`config.mk`:
```
export PLATFORM = sky130hd
export DESIGN_NAME = cpr_loader
export DESIGN_NICKNAME = d
export VERILOG_FILES = /design/src/rtl/cpr_loader.sv
export SDC_FILE = /design/constraint.sdc
export NUM_CORES = 1
export LEC_CHECK = 0
export CELL_PAD_IN_SITES_DETAIL_PLACEMENT = 1
export CELL_PAD_IN_SITES_GLOBAL_PLACEMENT = 1
export CORE_ASPECT_RATIO = 0.75
export CORE_MARGIN = 2
export CORE_UTILIZATION = 45
export DETAILED_ROUTE_END_ITERATION = 7
export PLACE_DENSITY_LB_ADDON = 0.1
export SLEW_MARGIN = 20
export SYNTH_ARGS = -nofsm -noshare
export SYNTH_HDL_FRONTEND = slang
export SYNTH_SLANG_ARGS = --single-unit
```
`constraint.sdc`:
```
create_clock -name clk_sys -period 7.6 [get_ports clk_sys]
set_input_delay 1.52 -clock clk_sys [delete_from_list [all_inputs] [get_ports clk_sys]]
set_output_delay 1.52 -clock clk_sys [all_outputs]
set_load 0.01 [all_outputs]
```
`src/rtl/cpr_loader.sv`:
```
// Streaming parser for Amstrad Plus/GX4000 .CPR (RIFF "AMS!") cartridge images.
// Turns "cbNN" chunk payloads into bank-addressed byte writes through a one-entry buffer.
`timescale 1ns/1ps
module cpr_loader #(
  parameter logic [7:0] CPR_INDEX = 8'd5,
  parameter logic [7:0] BASE_PAGE = 8'h00,
  parameter int         MAX_BANKS = 32
) (
  input  logic        clk_sys,
  input  logic        reset,
  input  logic        ioctl_download,
  input  logic [7:0]  ioctl_index,
  input  logic        ioctl_wr,
  input  logic [24:0] ioctl_addr,
  input  logic [7:0]  ioctl_dout,
  output logic        ioctl_wait,
  output logic        out_req,
  output logic [22:0] out_addr,
  output logic [7:0]  out_data,
  input  logic        out_ack,
  output logic        plus_valid,
  output logic        load_error,
  output logic [31:0] banks_loaded,
  output logic [3:0]  dbg_state
);

  typedef enum logic [3:0] {
    S_IDLE = 4'd0,
    S_HDR  = 4'd1,
    S_CID  = 4'd2,
    S_CLEN = 4'd3,
    S_DATA = 4'd4,
    S_SKIP = 4'd5,
    S_PAD  = 4'd6,
    S_DONE = 4'd7,
    S_ERR  = 4'd8
  } state_t;

  state_t      state;
  state_t      st_eff;
  logic        session, session_q, start, stop, stop_ok;
  logic [24:0] byte_cnt, cnt_eff;
  logic [3:0]  sub_cnt, sub_eff;
  logic [31:0] chunk_id;
  logic [23:0] len_lo, rem, data_off;
  logic        len_odd;
  logic [4:0]  bank;
  logic        take, byte_err, is_cb, bank_ok, hdr_bad;
  logic [6:0]  bank_num;

  // Handshake: out_req holds one write with out_addr/out_data stable until
  // out_ack is sampled high; it drops on the following edge. ioctl_wait mirrors out_req.
  assign ioctl_wait = out_req;
  assign dbg_state  = state;

  assign session = ioctl_download && (ioctl_index == CPR_INDEX);
  assign start   = session && !session_q;
  assign stop    = !session && session_q;
  assign stop_ok = (state == S_CID) && (sub_cnt == 4'd0) && (banks_loaded != 32'd0) && !load_error;

  function automatic logic [7:0] hdr_byte(input logic [3:0] i);
    case (i)
      4'd0:       hdr_byte = 8'h52;
      4'd1:       hdr_byte = 8'h49;
      4'd2, 4'd3: hdr_byte = 8'h46;
      4'd8:       hdr_byte = 8'h41;
      4'd9:       hdr_byte = 8'h4D;
      4'd10:      hdr_byte = 8'h53;
      4'd11:      hdr_byte = 8'h21;
      default:    hdr_byte = 8'h00;
    endcase
  endfunction

  function automatic logic is_digit(input logic [7:0] c);
    is_digit = (c >= 8'h30) && (c <= 8'h39);
  endfunction

  // A byte arriving on the same cycle the session opens is parsed as header byte 0.
  always_comb begin
    st_eff  = start ? S_HDR : state;
    cnt_eff = start ? 25'd0 : byte_cnt;
    sub_eff = start ? 4'd0 : sub_cnt;
    take    = session && ioctl_wr &&
              (st_eff == S_HDR || st_eff == S_CID || st_eff == S_CLEN ||
               st_eff == S_DATA || st_eff == S_SKIP || st_eff == S_PAD);
    is_cb   = (chunk_id[7:0] == 8'h63) && (chunk_id[15:8] == 8'h62) &&
              is_digit(chunk_id[23:16]) && is_digit(chunk_id[31:24]);
    bank_num = ({3'b000, chunk_id[19:16]} * 7'd10) + {3'b000, chunk_id[27:24]};
    bank_ok  = int'(bank_num) < MAX_BANKS;
    hdr_bad  = ((sub_eff < 4'd4) || (sub_eff >= 4'd8)) && (ioctl_dout != hdr_byte(sub_eff));
    byte_err = 1'b0;
    if (take) begin
      if (out_req || (ioctl_addr != cnt_eff)) begin
        byte_err = 1'b1;
      end else begin
        case (st_eff)
          S_HDR:  byte_err = hdr_bad;
          S_CLEN: if (sub_eff == 4'd3)
                    byte_err = (ioctl_dout != 8'h00) || ((len_lo != 24'd0) && is_cb && !bank_ok);
          default: byte_err = 1'b0;
        endcase
      end
    end
  end

  always_ff @(posedge clk_sys or posedge reset) begin
    if (reset) begin
      state        <= S_IDLE;
      session_q    <= 1'b0;
      byte_cnt     <= 25'd0;
      sub_cnt      <= 4'd0;
      chunk_id     <= 32'd0;
      len_lo       <= 24'd0;
      rem          <= 24'd0;
      len_odd      <= 1'b0;
      data_off     <= 24'd0;
      bank         <= 5'd0;
      out_req      <= 1'b0;
      out_addr     <= 23'd0;
      out_data     <= 8'd0;
      plus_valid   <= 1'b0;
      load_error   <= 1'b0;
      banks_loaded <= 32'd0;
    end else begin
      session_q <= session;
      if (out_req && out_ack) out_req <= 1'b0;
      if (state == S_DONE && (!out_req || out_ack)) plus_valid <= 1'b1;

      if (start) begin
        state        <= S_HDR;
        plus_valid   <= 1'b0;
        load_error   <= 1'b0;
        banks_loaded <= 32'd0;
        byte_cnt     <= 25'd0;
        sub_cnt      <= 4'd0;
      end

      if (take) begin
        if (byte_err) begin
          state      <= S_ERR;
          load_error <= 1'b1;
          plus_valid <= 1'b0;
        end else begin
          byte_cnt <= cnt_eff + 25'd1;
          case (st_eff)
            S_HDR: begin
              if (sub_eff == 4'd11) begin
                state   <= S_CID;
                sub_cnt <= 4'd0;
              end else begin
                sub_cnt <= sub_eff + 4'd1;
              end
            end
            S_CID: begin
              chunk_id[8*sub_eff[1:0] +: 8] <= ioctl_dout;
              if (sub_eff == 4'd3) begin
                state   <= S_CLEN;
                sub_cnt <= 4'd0;
              end else begin
                sub_cnt <= sub_eff + 4'd1;
              end
            end
            S_CLEN: begin
              case (sub_eff[1:0])
                2'd0: len_lo[7:0]   <= ioctl_dout;
                2'd1: len_lo[15:8]  <= ioctl_dout;
                2'd2: len_lo[23:16] <= ioctl_dout;
                default: begin
                  rem      <= len_lo;
                  len_odd  <= len_lo[0];
                  data_off <= 24'd0;
                  bank     <= bank_num[4:0];
                  if (len_lo == 24'd0) state <= S_CID;
                  else if (is_cb)      state <= S_DATA;
                  else                 state <= S_SKIP;
                end
              endcase
              sub_cnt <= (sub_eff == 4'd3) ? 4'd0 : sub_eff + 4'd1;
            end
            S_DATA, S_SKIP: begin
              if (st_eff == S_DATA && data_off < 24'd16384) begin
                out_req            <= 1'b1;
                out_addr           <= {1'b1, BASE_PAGE + {3'b000, bank}, data_off[13:0]};
                out_data           <= ioctl_dout;
                banks_loaded[bank] <= 1'b1;
              end
              data_off <= data_off + 24'd1;
              rem      <= rem - 24'd1;
              if (rem == 24'd1) state <= len_odd ? S_PAD : S_CID;
            end
            S_PAD:   state <= S_CID;
            default: state <= state;
          endcase
        end
      end

      if (stop) begin
        if (stop_ok) begin
          state <= S_DONE;
        end else begin
          state      <= S_ERR;
          load_error <= 1'b1;
          plus_valid <= 1'b0;
        end
      end
    end
  end

endmodule
```
==> impl_metrics.json <==
{
  "fin_tns_setup_ps": 0,
  "hold_ws_ps": 500.9,
  "crit_path_start_kind": "input port",
  "finClkSkew_ps": 15.70,
  "dr_total_vias": 9563,
  "numCtsBuffers": 23,
  "hold_viol_final": 0,
  "dieHeight_um": 141.1,
  "cts_resized": 0,
  "drive_gt1_share_pct": 11.07,
  "worstPathRequired_ps": 7990,
  "syn_area_per_cell_um2": 9.745,
  "p_sw_uw": 576.9,
  "hold-path-cell-count": 1,
  "ctsHoldBuffers": 0,
  "combinationalPowerShare_pct": 5.7,
  "grt_setup_unrepaired": "false",
  "placed_cell_area_mm2": 0.01264,
  "ys_seq_area_share_pct": 45.94,
  "cpMaxStageDelayCell": "o2111a_1",
  "coreArea_mm2": 0.02477,
  "worstSetupPathType": "in2reg",
  "grt_util_all_layers_pct": 25.74,
  "r2r_slack_ps": 1940,
  "io-pin-count": 117,
  "dieArea_mm2": 0.02635,
  "endpoint_kind": "register",
  "fillers": 2727,
  "reg2regPathDepth": 14,
  "switching_share_pct": 23.18,
  "clockRootBuffer": "clkbuf_16",
  "cp_cell_sequence": "clkdlybuf4s50_1 > nor4b_4 > nand3_1 > nand2_1 > inv_1 > ha_1 > ha_1 > nand2_1 > a2bb2oi_1 > o31ai_1 > a221oi_1 > and4_1 > o2111a_1 > nand4_2 > mux2_2",
  "netlist_instances": 1157,
  "syn2layout_area_growth_pct": 19.40,
  "synth_area_leaders": "dfrtp_1 46%, mux2_2 5.8%, nand2_1 3.6%",
  "fin_cells": 1594,
  "syn-cell-area_mm2": 0.01127,
  "synthTopCellsByCount": "207 x dfrtp_1, 107 x nand2_1, 76 x a21oi_1",
  "fin_crit_ps": 6637,
  "ant_nets": 0,
  "utilization_pct": 54.34,
  "grt_pass1_vias": 9925,
  "clkLatencyLatePin_ps": 520,
  "synth.top_cell.area_share_pct": 45.94,
  "slowest_delay_ps": 820,
  "clockPowerShare_pct": 49.4,
  "fin_nets": 1306,
  "powerDensity_mw_per_mm2": 184.9,
  "start_util_pct": 45.51,
  "postCtsSetupBuffers": 0,
  "slew_headroom_pct": 27.90,
  "r2r_start": "session_q",
  "dp_slack_ps": 650.0,
  "pwr-share-seq_pct": 45.0,
  "synthArstFlopShare_pct": 100.0,
  "worstHoldEndpoint": "out_addr[22]",
  "drcViolationCount": 0,
  "wire_per_inst_um": 21.10,
  "outcome": "complete, no violations",
  "cts_max_path_buffers": 3,
  "cts_tree": "done",
  "cts_sinks": 207,
  "grt_antenna_before_repair": 0,
  "hpwl_um": 22950,
  "cts_max_level": 1,
  "cts.clk_slew.worst_paths_ps": 60,
  "portBuffers": 113,
  "rows": 50,
  "ys_types": 76,
  "hold_class": "reg2reg",
  "min_from": "out_addr[22]",
  "peakVddDrop_mv": 0.1254,
  "internal_power_mw": 1.912,
  "synth-seq-cells": 207,
  "slew_viol_final": 0,
  "dr.pass1.iters": 4,
  "power_mw": 2.489,
  "synth_warnings": 0,
  "final_area_mm2": 0.01346,
  "p_leak_nw": 6.159,
  "synth-edff-count": 0,
  "rr_endpoint": "len_lo[18]",
  "dpl.cell_count": 1554,
  "gr-total-overflow": 0,
  "yosysTopAreaCell": "dfrtp_1",
  "grt_max_degree": 144,
  "antenna_cells": 0,
  "drv_cap": 0,
  "cp.arrival_ps": 7030,
  "totalWireLength_um": 33640,
  "clock.fmax_mhz": 150.7,
  "via_per_inst": 5.999,
  "drt_iter0_drc": 633,
  "crit_path_max_fanout": 17,
  "setup_viol": 0,
  "die_x_um": 186.8,
  "yosysMostFrequentCell": "dfrtp_1",
  "fin_ws_ps": 962.6,
  "ys.flop_type": "dfrtp_1",
  "gp_congestion": 0.8546,
  "period_share_pct": 87.33,
  "tightestPinTransition_ps": 1079,
  "grt_pass1_wl_um": 55100
}
-- power by group through the flow --
| stage | clock network, mW | registers [mW] | logic [mW] |
|---|---|---|---|
| after floorplan | 0 | 1.13 | 0.0816 |
| after global placement | 0 | 1.14 | 0.140 |
| after detailed placement | 0 | 1.14 | 0.141 |
| after CTS | 1.24 | 1.12 | 0.142 |
| after global routing | 1.28 | 1.12 | 0.154 |
| final | 1.23 | 1.12 | 0.141 |
-- kinds of logic after synthesis --
logic type                 synth area share, %
AOI/OAI and AO/OA                        14.66
xor gates and xnor gates                 1.864
adders and majority gates                2.242
buffers and inverters                    5.138
DFF                                      45.94
muxes                                    9.178
other                                  0.03326
and+or+nand+nor                          20.94
-- critical path: cells and delay by family --
family | cells | cell delay, ps
adders and majority gates | 2 | 470
muxes | 1 | 410
and+or+nand+nor | 6 | 2510
buffers and inverters | 2 | 650
AOI/OAI and AO/OA | 4 | 1440
-- final cells by class --
type / count / area, um^2 / share of cell area [%]
multi-input combinational: 814 / 5539 / 41.15
clock inverter: 11 / 187.7 / 1.394
sequential: 207 / 5180 / 38.48
inverter: 70 / 270.3 / 2.008
clock buffer: 29 / 628.1 / 4.666
timing repair buffer: 125 / 1234 / 9.164
tap: 338 / 422.9 / 3.142
-- registers in the layout, indices dropped and copies added, names as in the netlist --
signal,flops
chunk_id,32
ioctl_wait,1
len_lo,24
sub_cnt,4
bank,5
banks_loaded,32
session_q,1
rem,24
dbg_state,4
out_data,8
len_odd,1
out_addr,20
load_error,1
data_off,24
byte_cnt,25
plus_valid,1
-- worst max-delay path by stage --
stage / start / end / slack (ps) / cells past startpoint
6_report: ioctl_index[3] / len_lo[18] / 960 / 15
5_1_grt: ioctl_index[3] / len_lo[16] / 780 / 15
2_1_floorplan: reset / bank[0] / 430 / 1
4_1_cts: ioctl_index[3] / len_lo[18] / 1090 / 15
3_5_place_dp: ioctl_index[3] / chunk_id[14] / 650 / 15
3_3_place_gp: ioctl_index[3] / len_lo[21] / 920 / 15
-- layer usage --
layer  GRT usage [%]  vias up  routed length (um)
li1                -     4406                   -
met1           37.33     4873               16320
met2           41.03      235               14970
met3           3.908       49                1680
met4           5.430        0                 664
met5               0        -                   0
-- layout by cell type, fill, tap and decap left out, types with 6 or more instances in the layout --
| cell | n |
|---|---|
| mux2_2 | 58 |
| nand3_1 | 38 |
| nor2_1 | 56 |
| clkdlybuf4s50_1 | 113 |
| or4_1 | 16 |
| buf_4 | 11 |
| a221oi_1 | 6 |
| nand4_2 | 8 |
| o22ai_1 | 11 |
| nor4_1 | 29 |
| ha_1 | 17 |
| nor2b_1 | 12 |
| and3_1 | 16 |
| nand2_1 | 107 |
| nand2b_1 | 11 |
| xnor2_1 | 15 |
| clkbuf_16 | 23 |
| or3_1 | 27 |
| and4_1 | 9 |
| nand4_1 | 21 |
| a22o_1 | 34 |
| o21ai_0 | 52 |
| nor3_1 | 31 |
| inv_1 | 69 |
| xor2_1 | 9 |
| dfrtp_1 | 207 |
| mux2i_1 | 37 |
| a21oi_1 | 76 |
| o31ai_1 | 20 |
(Power assumes the default switching activity.)
